$ cat config.mk
export PLATFORM = sky130hd
export DESIGN_NAME = passcode_sequencer
export DESIGN_NICKNAME = d
export VERILOG_FILES = /design/src/rtl/passcode_sequencer_pkg.sv /design/src/rtl/passcode_sequencer_lockout_timer.sv /design/src/rtl/passcode_sequencer.sv
export SDC_FILE = /design/constraint.sdc
export NUM_CORES = 1
export LEC_CHECK = 0
export ABC_AREA = 0
export CAP_MARGIN = 40
export CORE_MARGIN = 10
export CORE_UTILIZATION = 54
export CTS_BUF_LIST = sky130_fd_sc_hd__clkbuf_16
export DETAILED_ROUTE_END_ITERATION = 16
export HOLD_SLACK_MARGIN = 0.12
export PLACE_DENSITY = 0.83
export SLEW_MARGIN = 10
export SYNTH_ARGS = -nofsm -noshare
export SYNTH_HDL_FRONTEND = slang
export SYNTH_SLANG_ARGS = --single-unit
$ cat constraint.sdc
create_clock -name Clock_In -period 4.5 [get_ports Clock_In]
set_clock_uncertainty 0.15 [all_clocks]
set_input_delay 0.9 -clock Clock_In [delete_from_list [all_inputs] [get_ports Clock_In]]
set_output_delay 0.9 -clock Clock_In [all_outputs]
set_load 0.03 [all_outputs]
$ cat src/rtl/passcode_sequencer_pkg.sv
// Shared types and constants for the passcode sequencer: FSM state encodings,
// pass/fail result codes and small width/saturation helpers.
package passcode_sequencer_pkg;

    typedef enum logic [1:0] {
        ST_IDLE    = 2'b00,
        ST_COMPARE = 2'b01,
        ST_DECIDE  = 2'b10,
        ST_LOCKOUT = 2'b11
    } state_e;

    localparam logic [1:0] PF_NONE = 2'b00;
    localparam logic [1:0] PF_PASS = 2'b01;
    localparam logic [1:0] PF_FAIL = 2'b10;

    // Bit-index width that stays legal for a single-bit code.
    function automatic int idx_width(input int n);
        return (n > 1) ? $clog2(n) : 1;
    endfunction

    function automatic logic [1:0] sat_inc2(input logic [1:0] v, input logic [1:0] lim);
        return (v < lim) ? (v + 2'd1) : v;
    endfunction

endpackage

$ cat src/rtl/passcode_sequencer_lockout_timer.sv
// Lockout duration timer: a Start_In pulse loads LOCKOUT_CYCLES and Expired_Out
// pulses during the last cycle of the window.
module passcode_sequencer_lockout_timer #(
    parameter int LOCKOUT_CYCLES = 50000
) (
    input  logic Clock_In,
    input  logic Reset_n_In,
    input  logic Start_In,
    output logic Expired_Out
);

    localparam int CNT_W = $clog2(LOCKOUT_CYCLES + 1);

    logic [CNT_W-1:0] cnt_q;
    logic [CNT_W-1:0] cnt_d;
    logic             expired_q;
    logic             expired_d;

    // Down-counter next state; a fresh start always reloads.
    always_comb begin
        cnt_d = cnt_q;
        if (Start_In) begin
            cnt_d = CNT_W'(LOCKOUT_CYCLES);
        end else if (cnt_q != CNT_W'(0)) begin
            cnt_d = cnt_q - CNT_W'(1);
        end else begin
            cnt_d = cnt_q;
        end
        expired_d = (cnt_d == CNT_W'(1));
    end

    // Counter and expiry registers.
    always_ff @(posedge Clock_In) begin
        if (!Reset_n_In) begin
            cnt_q     <= CNT_W'(0);
            expired_q <= 1'b0;
        end else begin
            cnt_q     <= cnt_d;
            expired_q <= expired_d;
        end
    end

    assign Expired_Out = expired_q;

endmodule

$ cat src/rtl/passcode_sequencer.sv
// Serial passcode check for the unlock path: latches both codes, compares MSB
// first, reports pass/fail and tracks consecutive failures. PASSCODE_LOCKOUT_EN
// adds a timed lockout after MAX_ATTEMPTS consecutive failures.
module passcode_sequencer
    import passcode_sequencer_pkg::*;
#(
    parameter int CODE_BITS      = 16,
    parameter int MAX_ATTEMPTS   = 3,
    parameter int LOCKOUT_CYCLES = 50000
) (
    input  logic                 Clock_In,
    input  logic                 Reset_n_In,
    input  logic                 Start_In,
    input  logic [CODE_BITS-1:0] Entered_Code_In,
    input  logic [CODE_BITS-1:0] Stored_Code_In,
    output logic                 Busy_Out,
    output logic                 LastBitFlag_Out,
    output logic                 MissMatch_Flag_Out,
    output logic [1:0]           Pass_Fail_Out,
    output logic                 Done_Out,
    output logic                 Locked_Out,
    output logic [1:0]           Attempts_Out
);

    localparam int         IDX_W   = idx_width(CODE_BITS);
    localparam logic [1:0] MAX_ATT = 2'(MAX_ATTEMPTS);

    generate
        if (MAX_ATTEMPTS < 1 || MAX_ATTEMPTS > 3) begin : g_bad_max_attempts
            $error("passcode_sequencer: MAX_ATTEMPTS must be in 1..3");
        end
        if (LOCKOUT_CYCLES < 1) begin : g_bad_lockout_cycles
            $error("passcode_sequencer: LOCKOUT_CYCLES must be >= 1");
        end
    endgenerate

    state_e               state_q, state_d;
    logic [IDX_W-1:0]     idx_q, idx_d;
    logic [CODE_BITS-1:0] ent_q, ent_d;
    logic [CODE_BITS-1:0] sto_q, sto_d;
    logic                 mm_q, mm_d;
    logic [1:0]           pf_q, pf_d;
    logic                 done_q, done_d;
    logic [1:0]           att_q, att_d;
    logic                 busy_q, busy_d;
    logic                 last_q, last_d;

`ifdef PASSCODE_LOCKOUT_EN
    logic timer_start_s;
    logic timer_expired_s;
    logic locked_q, locked_d;

    passcode_sequencer_lockout_timer #(
        .LOCKOUT_CYCLES (LOCKOUT_CYCLES)
    ) u_lockout_timer (
        .Clock_In    (Clock_In),
        .Reset_n_In  (Reset_n_In),
        .Start_In    (timer_start_s),
        .Expired_Out (timer_expired_s)
    );
`endif

    // Next-state and next-output logic for the check sequence.
    always_comb begin
        state_d = state_q;
        idx_d   = idx_q;
        ent_d   = ent_q;
        sto_d   = sto_q;
        mm_d    = mm_q;
        pf_d    = pf_q;
        done_d  = 1'b0;
        att_d   = att_q;
`ifdef PASSCODE_LOCKOUT_EN
        timer_start_s = 1'b0;
`endif
        case (state_q)
            ST_IDLE: begin
                if (Start_In) begin
                    ent_d   = Entered_Code_In;
                    sto_d   = Stored_Code_In;
                    idx_d   = IDX_W'(CODE_BITS - 1);
                    mm_d    = 1'b0;
                    pf_d    = PF_NONE;
                    state_d = ST_COMPARE;
                end else begin
                    state_d = ST_IDLE;
                end
            end
            ST_COMPARE: begin
                mm_d = mm_q | (ent_q[idx_q] ^ sto_q[idx_q]);
                if (idx_q == IDX_W'(0)) begin
                    state_d = ST_DECIDE;
                end else begin
                    idx_d = idx_q - IDX_W'(1);
                end
            end
            ST_DECIDE: begin
                done_d = 1'b1;
                if (mm_q) begin
                    pf_d  = PF_FAIL;
                    att_d = sat_inc2(att_q, MAX_ATT);
`ifdef PASSCODE_LOCKOUT_EN
                    if (att_d == MAX_ATT) begin
                        state_d       = ST_LOCKOUT;
                        timer_start_s = 1'b1;
                    end else begin
                        state_d = ST_IDLE;
                    end
`else
                    state_d = ST_IDLE;
`endif
                end else begin
                    pf_d    = PF_PASS;
                    att_d   = 2'd0;
                    state_d = ST_IDLE;
                end
            end
            ST_LOCKOUT: begin
`ifdef PASSCODE_LOCKOUT_EN
                // Result stays FAIL across the lockout; only the count is cleared.
                if (timer_expired_s) begin
                    att_d   = 2'd0;
                    state_d = ST_IDLE;
                end else begin
                    state_d = ST_LOCKOUT;
                end
`else
                state_d = ST_IDLE;
`endif
            end
            default: begin
                state_d = ST_IDLE;
            end
        endcase

        busy_d = (state_d != ST_IDLE);
        last_d = (state_d == ST_COMPARE) && (idx_d == IDX_W'(0));
`ifdef PASSCODE_LOCKOUT_EN
        locked_d = (state_d == ST_LOCKOUT);
`endif
    end

    // State and registered outputs; reset wins over any simultaneous request.
    always_ff @(posedge Clock_In) begin
        if (!Reset_n_In) begin
            state_q <= ST_IDLE;
            idx_q   <= IDX_W'(0);
            ent_q   <= {CODE_BITS{1'b0}};
            sto_q   <= {CODE_BITS{1'b0}};
            mm_q    <= 1'b0;
            pf_q    <= PF_NONE;
            done_q  <= 1'b0;
            att_q   <= 2'd0;
            busy_q  <= 1'b0;
            last_q  <= 1'b0;
        end else begin
            state_q <= state_d;
            idx_q   <= idx_d;
            ent_q   <= ent_d;
            sto_q   <= sto_d;
            mm_q    <= mm_d;
            pf_q    <= pf_d;
            done_q  <= done_d;
            att_q   <= att_d;
            busy_q  <= busy_d;
            last_q  <= last_d;
        end
    end

`ifdef PASSCODE_LOCKOUT_EN
    // Lockout indicator register.
    always_ff @(posedge Clock_In) begin
        if (!Reset_n_In) begin
            locked_q <= 1'b0;
        end else begin
            locked_q <= locked_d;
        end
    end

    assign Locked_Out = locked_q;
`else
    assign Locked_Out = 1'b0;
`endif

    assign Busy_Out           = busy_q;
    assign LastBitFlag_Out    = last_q;
    assign MissMatch_Flag_Out = mm_q;
    assign Pass_Fail_Out      = pf_q;
    assign Done_Out           = done_q;
    assign Attempts_Out       = att_q;

endmodule

======== After elaboration in Yosys (flattened, before gate mapping) ========
Cells that the tools add are included.
storage, ports and cells
  input port bits ......................... 35
  register bits ........................... 46
  logic and storage cells ................. 52
  output and inout port bits .............. 9
operators by class
  reductions and logical operators ........ 12
  order comparisons ....................... 2
  multiplexer cells ....................... 18
  add/subtract/negate cells ............... 2
  bitwise logic cells ..................... 2
  equal/unequal tests ..................... 6
operators by type and width
  operator                                                     number
  two-way mux 2 bit                                            5
  binary-select mux 1 bit (select 4 bit)                       2
  logical NOT 4 bit                                            2
  two-way mux 4 bit                                            2
  one-hot mux 4 bit (2 select lines)                           1
  AND reduction 2 bit                                          4
  one-hot mux 2 bit (3 select lines)                           1
  nonzero test 2 bit                                           3
  less-than comparator 4 x 5 -> 1 bit (second input constant)  1
  two-way mux 1 bit                                            5
  == test 2 x 1 -> 1 bit (second input constant)               2
  == test 2 bit (second input constant)                        2
  one-hot mux 2 bit (2 select lines)                           1
  subtractor 4 x 1 -> 4 bit (second input constant)            1
  adder 2 x 1 -> 2 bit (second input constant)                 1
  logical NOT 2 bit                                            1
  less-than comparator 2 bit (second input constant)           1
  != test 2 x 1 -> 1 bit (second input constant)               1
  != test 2 bit (second input constant)                        1
  one-hot mux 1 bit (2 select lines)                           1
  OR reduction 2 bit                                           1
  logical AND 1 bit                                            1
  OR 1 bit                                                     1
  XOR 1 bit                                                    1

======== Depth between registers and ports, before layout ========
  depth in word-level cells ............... 5
  mapped depth ............................ 8
  gate-level depth less buffers ........... 7

======== Worst setup path before layout ========
OpenSTA, ideal clock, no wires.
  path kind ............................... input -> register
  start point ............................. input port Start_In
  end point ............................... register sto_q[10]
  arrival time ............................ 1.811 ns
  setup time .............................. 0.076 ns
  buffers on the path ..................... 2
  required time ........................... 4.274 ns
  setup slack ............................. 2.464 ns
  stages .................................. 6
  cell sequence ........................... nor2b_1 nor2b_1 clkbuf_1 buf_2 nand2_1 a21boi_0
between the ends
  word-level cells in the longest chain between the ends .. 1
ends and longest elaborated chain
  item                                  line                       text
  start: declaration                    passcode_sequencer.sv:13   input logic Start_In,
  AND reduction 2 bit (no source line)  -
  end signal: assignment                passcode_sequencer.sv:149  sto_q <= {CODE_BITS{1'b0}};
  end signal: assignment                passcode_sequencer.sv:160  sto_q <= sto_d;
  end: declaration                      passcode_sequencer.sv:40   logic [CODE_BITS-1:0] sto_q, sto_d;
No other way between the ends.
A chain may end at the register's enable or synchronous reset.

======== Worst setup path after layout ========
  start point ............................. input port Start_In
  end point ............................... register pf_q[0] (netlist: Pass_Fail_Out[0])
between the ends
  word-level cells in the longest chain between the ends .. 2
ends and longest elaborated chain
  item                                  line                       text
  != test 2 bit (no source line)        -
  AND reduction 2 bit (no source line)  -
  end signal: assignment                passcode_sequencer.sv:162  pf_q <= pf_d;
  end: declaration                      passcode_sequencer.sv:42   logic [1:0] pf_q, pf_d;
No other way between the ends.

==> results by group <==
CTS
  • Clock latency at the later pin of the worst-skew pair: 280 ps
  • Setup bufs post-CTS: 0
  • Total clock sinks: 46
  • Post-CTS sizing: 0
  • Root Buffer: clkbuf_16
  • Clk slew on worst S/H paths: roughly 60 ps
  • Cts bufs inserted: 5
  • Hold Buf Count CTS: 0
  • Max Buffers Root-to-Sink: 2
  • Clock H-tree levels: 2
  • CTS tree: done

Final layout
  • ANT cells: 0
  • NumNets Final: ~320
  • Most frequent cells in the layout: nand2_1 (73), dfxtp_1 (46), clkdlybuf4s50_1 (42)
  • Final core occ: roughly 72%
  • FF+latch area: approximately 920 µm²
  • Layout cells sized above 1: 4.626%
  • Layout Cells excl Fill: about 330
  • Multi-input logic area: 1097 µm²
  • Synthesis-to-layout area growth: 26.88%
  • Most common cell after layout, fill and taps aside: nand2_1
  • Fill count: about 320

Critical path
  • Worst Setup End Kind: flop
  • Slowest stage cell, crit path: clkdlybuf4s50_1
  • CP Data Required Time: ~4500 ps
  • Startpoint types: primary input
  • Crit Path Category: in -> reg
  • CP Buf/Inv Count: 2
  • Worst path max stage delay: 480 ps
  • CP Cell Sequence: clkdlybuf4s50_1 > nor2b_1 > nand2b_1 > buf_4 > nand3_1 > o21ai_0 > and2_1
  • WP data arrival: between 2000 and 3000 ps
  • Critical Path Fanout Max: 22
  • Cell family with most CP delay: simple AND/OR/NAND/NOR gates

Drt
  • DRT iter0 DRCs: about 130
  • Vias per inst: approximately 5.1
  • First-pass detailed-route iteration total: 4
  • DRC: 0
  • ANT nets after route: 0
  • Final wirelength: 4408 µm
  • WL/cell: roughly 13 µm
  • Via count: 1670

Yosys
  • Asr flop ratio synth: 0%
  • Syn Nets: between 200 and 300
  • Synth Flop Type: dfxtp_1
  • Largest area contributor in the netlist: dfxtp_1
  • Mean Syn Cell Area: roughly 8.5 µm²
  • Unique cell type count in the Yosys netlist: 32
  • Synth Instances: about 250
  • Yosys reg bits: 46
  • Synth top area cells: dfxtp_1 (44%), nand2_1 (13%), a21boi_0 (13%), xor2_1 (3.3%), mux4_2 (3.2%)
  • Post-Synthesis Cell Area: between 2000 and 2500 µm²
  • Synth top area share: between 40% and 50%
  • Post-synthesis sequential area ratio: 43.97%
  • EDFF count, synth: 0
  • YS warnings: 0

Power
  • Net switching power: around 0.00025 W
  • Cell internal pwr: 0.0007308 W
  • Leak: about 1.0 nW
  • Max IR drop VDD: approximately 0.26 mV
  • Comb pwr share: between 10% and 20%
  • Clk pwr share: roughly 34%
  • Power Density: roughly 370 nW/µm²
  • Switch share: 25.86%
  • Sequential power share: 47.7%

Global routing
  • Remaining global-route overflow: 0
  • Global Route Usage Sum: a little over an eighth
  • Largest net degree at the start of global routing: 35
  • Antenna violations before repair: 0
  • First-pass GRT wire length: 7320 µm
  • Vias in the first global route: between 1500 and 2000

Timing
  • Final Hold Fails: 0
  • F_max: between 0.3 and 0.4 GHz
  • Total negative slack: 0 ps
  • Max Slew Vio Count: 0
  • Final Critical Period: around 2700 ps
  • Slew HR: between 60% and 70%
  • Count of final setup violators: 0
  • RSZ-0062 raised after global routing: false
  • Final period util: about three fifths
  • Worst Max-Slew Pin Slew: ~530 ps

Floorplan
  • Number of top-level pins: 44
  • Total die area: 6770 µm²
  • Core Region: between 3000 and 4000 µm²
  • Chip width: between 80 and 90 µm
  • Starting density of the core: 56.36%
  • Rows: 22
  • Die Ht: between 80 and 90 µm

Placement
  • Gpl congestion: around 0.81
  • Total placed cells including tap cells: roughly 320
  • DPL Wire Length: around 3300 µm
  • IO Port Bufs: 42

Hold path
  • Worst min-delay path category: reg -> reg

Run status
  • Outcome: finished clean

Job
  • Maxcap violations: 0
==> path summary, 6_finish.rpt <==
path,startpoint,endpoint,slack [ps],cells after the start
setup reg to reg,idx_q[1],LastBitFlag_Out,2370,7
hold / removal,Pass_Fail_Out[1],Pass_Fail_Out[1],310,2
hold reg to reg,Pass_Fail_Out[1],Pass_Fail_Out[1],310,2
setup / recovery,Start_In,Pass_Fail_Out[0],1850,7
==> per-layer routing <==
| layer | wire [µm] | track usage [%] | vias up |
|---|---|---|---|
| met5 | 0 | 0 | - |
| met4 | 58 | 5.442 | 0 |
| met3 | 196 | 3.456 | 8 |
| met2 | 2132 | 22.47 | 32 |
| met1 | 2020 | 16.49 | 753 |
| li1 | - | - | 877 |
==> power groups by stage <==
stage,clock network (W),logic [W],registers [W]
global route,0.000353,0.000203,0.000475
floorplan,0,0.000125,0.000472
CTS,0.000337,0.000184,0.000470
finish,0.000333,0.000182,0.000471
global placement,0,0.000178,0.000477
detailed placement,0,0.000182,0.000479
==> registers in the layout, indices dropped and copies added, names as in the netlist <==
name,cells
ent_q,16
sto_q,16
idx_q,4
Attempts_Out,2
Pass_Fail_Out,2
state_q,2
Busy_Out,1
Done_Out,1
LastBitFlag_Out,1
MissMatch_Flag_Out,1
==> Yosys cell counts (2+ instances only) <==
| cell type | instances |
|---|---|
| nor3b_1 | 2 |
| nor4b_1 | 2 |
| o21ai_1 | 2 |
| ha_1 | 2 |
| o21ai_0 | 3 |
| and2_1 | 3 |
| nor2_1 | 7 |
| dfxtp_1 | 46 |
| buf_2 | 6 |
| clkbuf_1 | 9 |
| nand3_1 | 5 |
| nor2b_1 | 7 |
| nor3_1 | 2 |
| a21oi_1 | 4 |
| xnor2_1 | 7 |
| mux2i_1 | 3 |
| a21boi_0 | 35 |
| mux4_2 | 3 |
| inv_1 | 2 |
| nand2b_1 | 5 |
| nand2_1 | 73 |
| xor2_1 | 8 |
==> cell families after synthesis <==
family,Yosys count,synth area share [%]
buffers and inverters,18,3.764
muxes,6,4.659
adders and majority gates,2,1.195
and+or+nand+nor,109,23.12
AOI/OAI and AO/OA,49,16.85
other,1,0.1790
DFF,46,43.97
xor gates and xnor gates,15,6.273
==> stage by stage <==
step | power (W) | cell area, µm² | worst slack [ps] | hold slack, ps
final | 0.0009857 | 2658 | 1849 | 313.6
after global routing | 0.001031 | 2658 | 1618 | 339.0
after global placement | 0.0006554 | 2529 | 1617 | 292.1
after detailed placement | 0.0006607 | 2529 | 1595 | 303.7
after floorplan | 0.0005974 | 2095 | 2464 | 305.1
after CTS | 0.0009915 | 2658 | 1849 | 311.3
==> worst reg2reg max path: stages, from the launching register on <==
cell     delay, ps
dfxtp_1        490
inv_1          190
ha_1           270
nor2b_1        150
a32oi_1        200
o21ai_0        130
nor4b_1        290
and3_1         190
==> final cells by class <==
type                    instances  share of cell area (%)
clock inverters                 1                  0.1412
flip-flops and latches         46                   34.65
clock buffers                   5                   4.708
multi-input cells             182                   41.29
repair buffers                 45                   16.67
inverters                       2                  0.2825
well taps                      48                   2.260
Power figures use the tool's default switching activity.
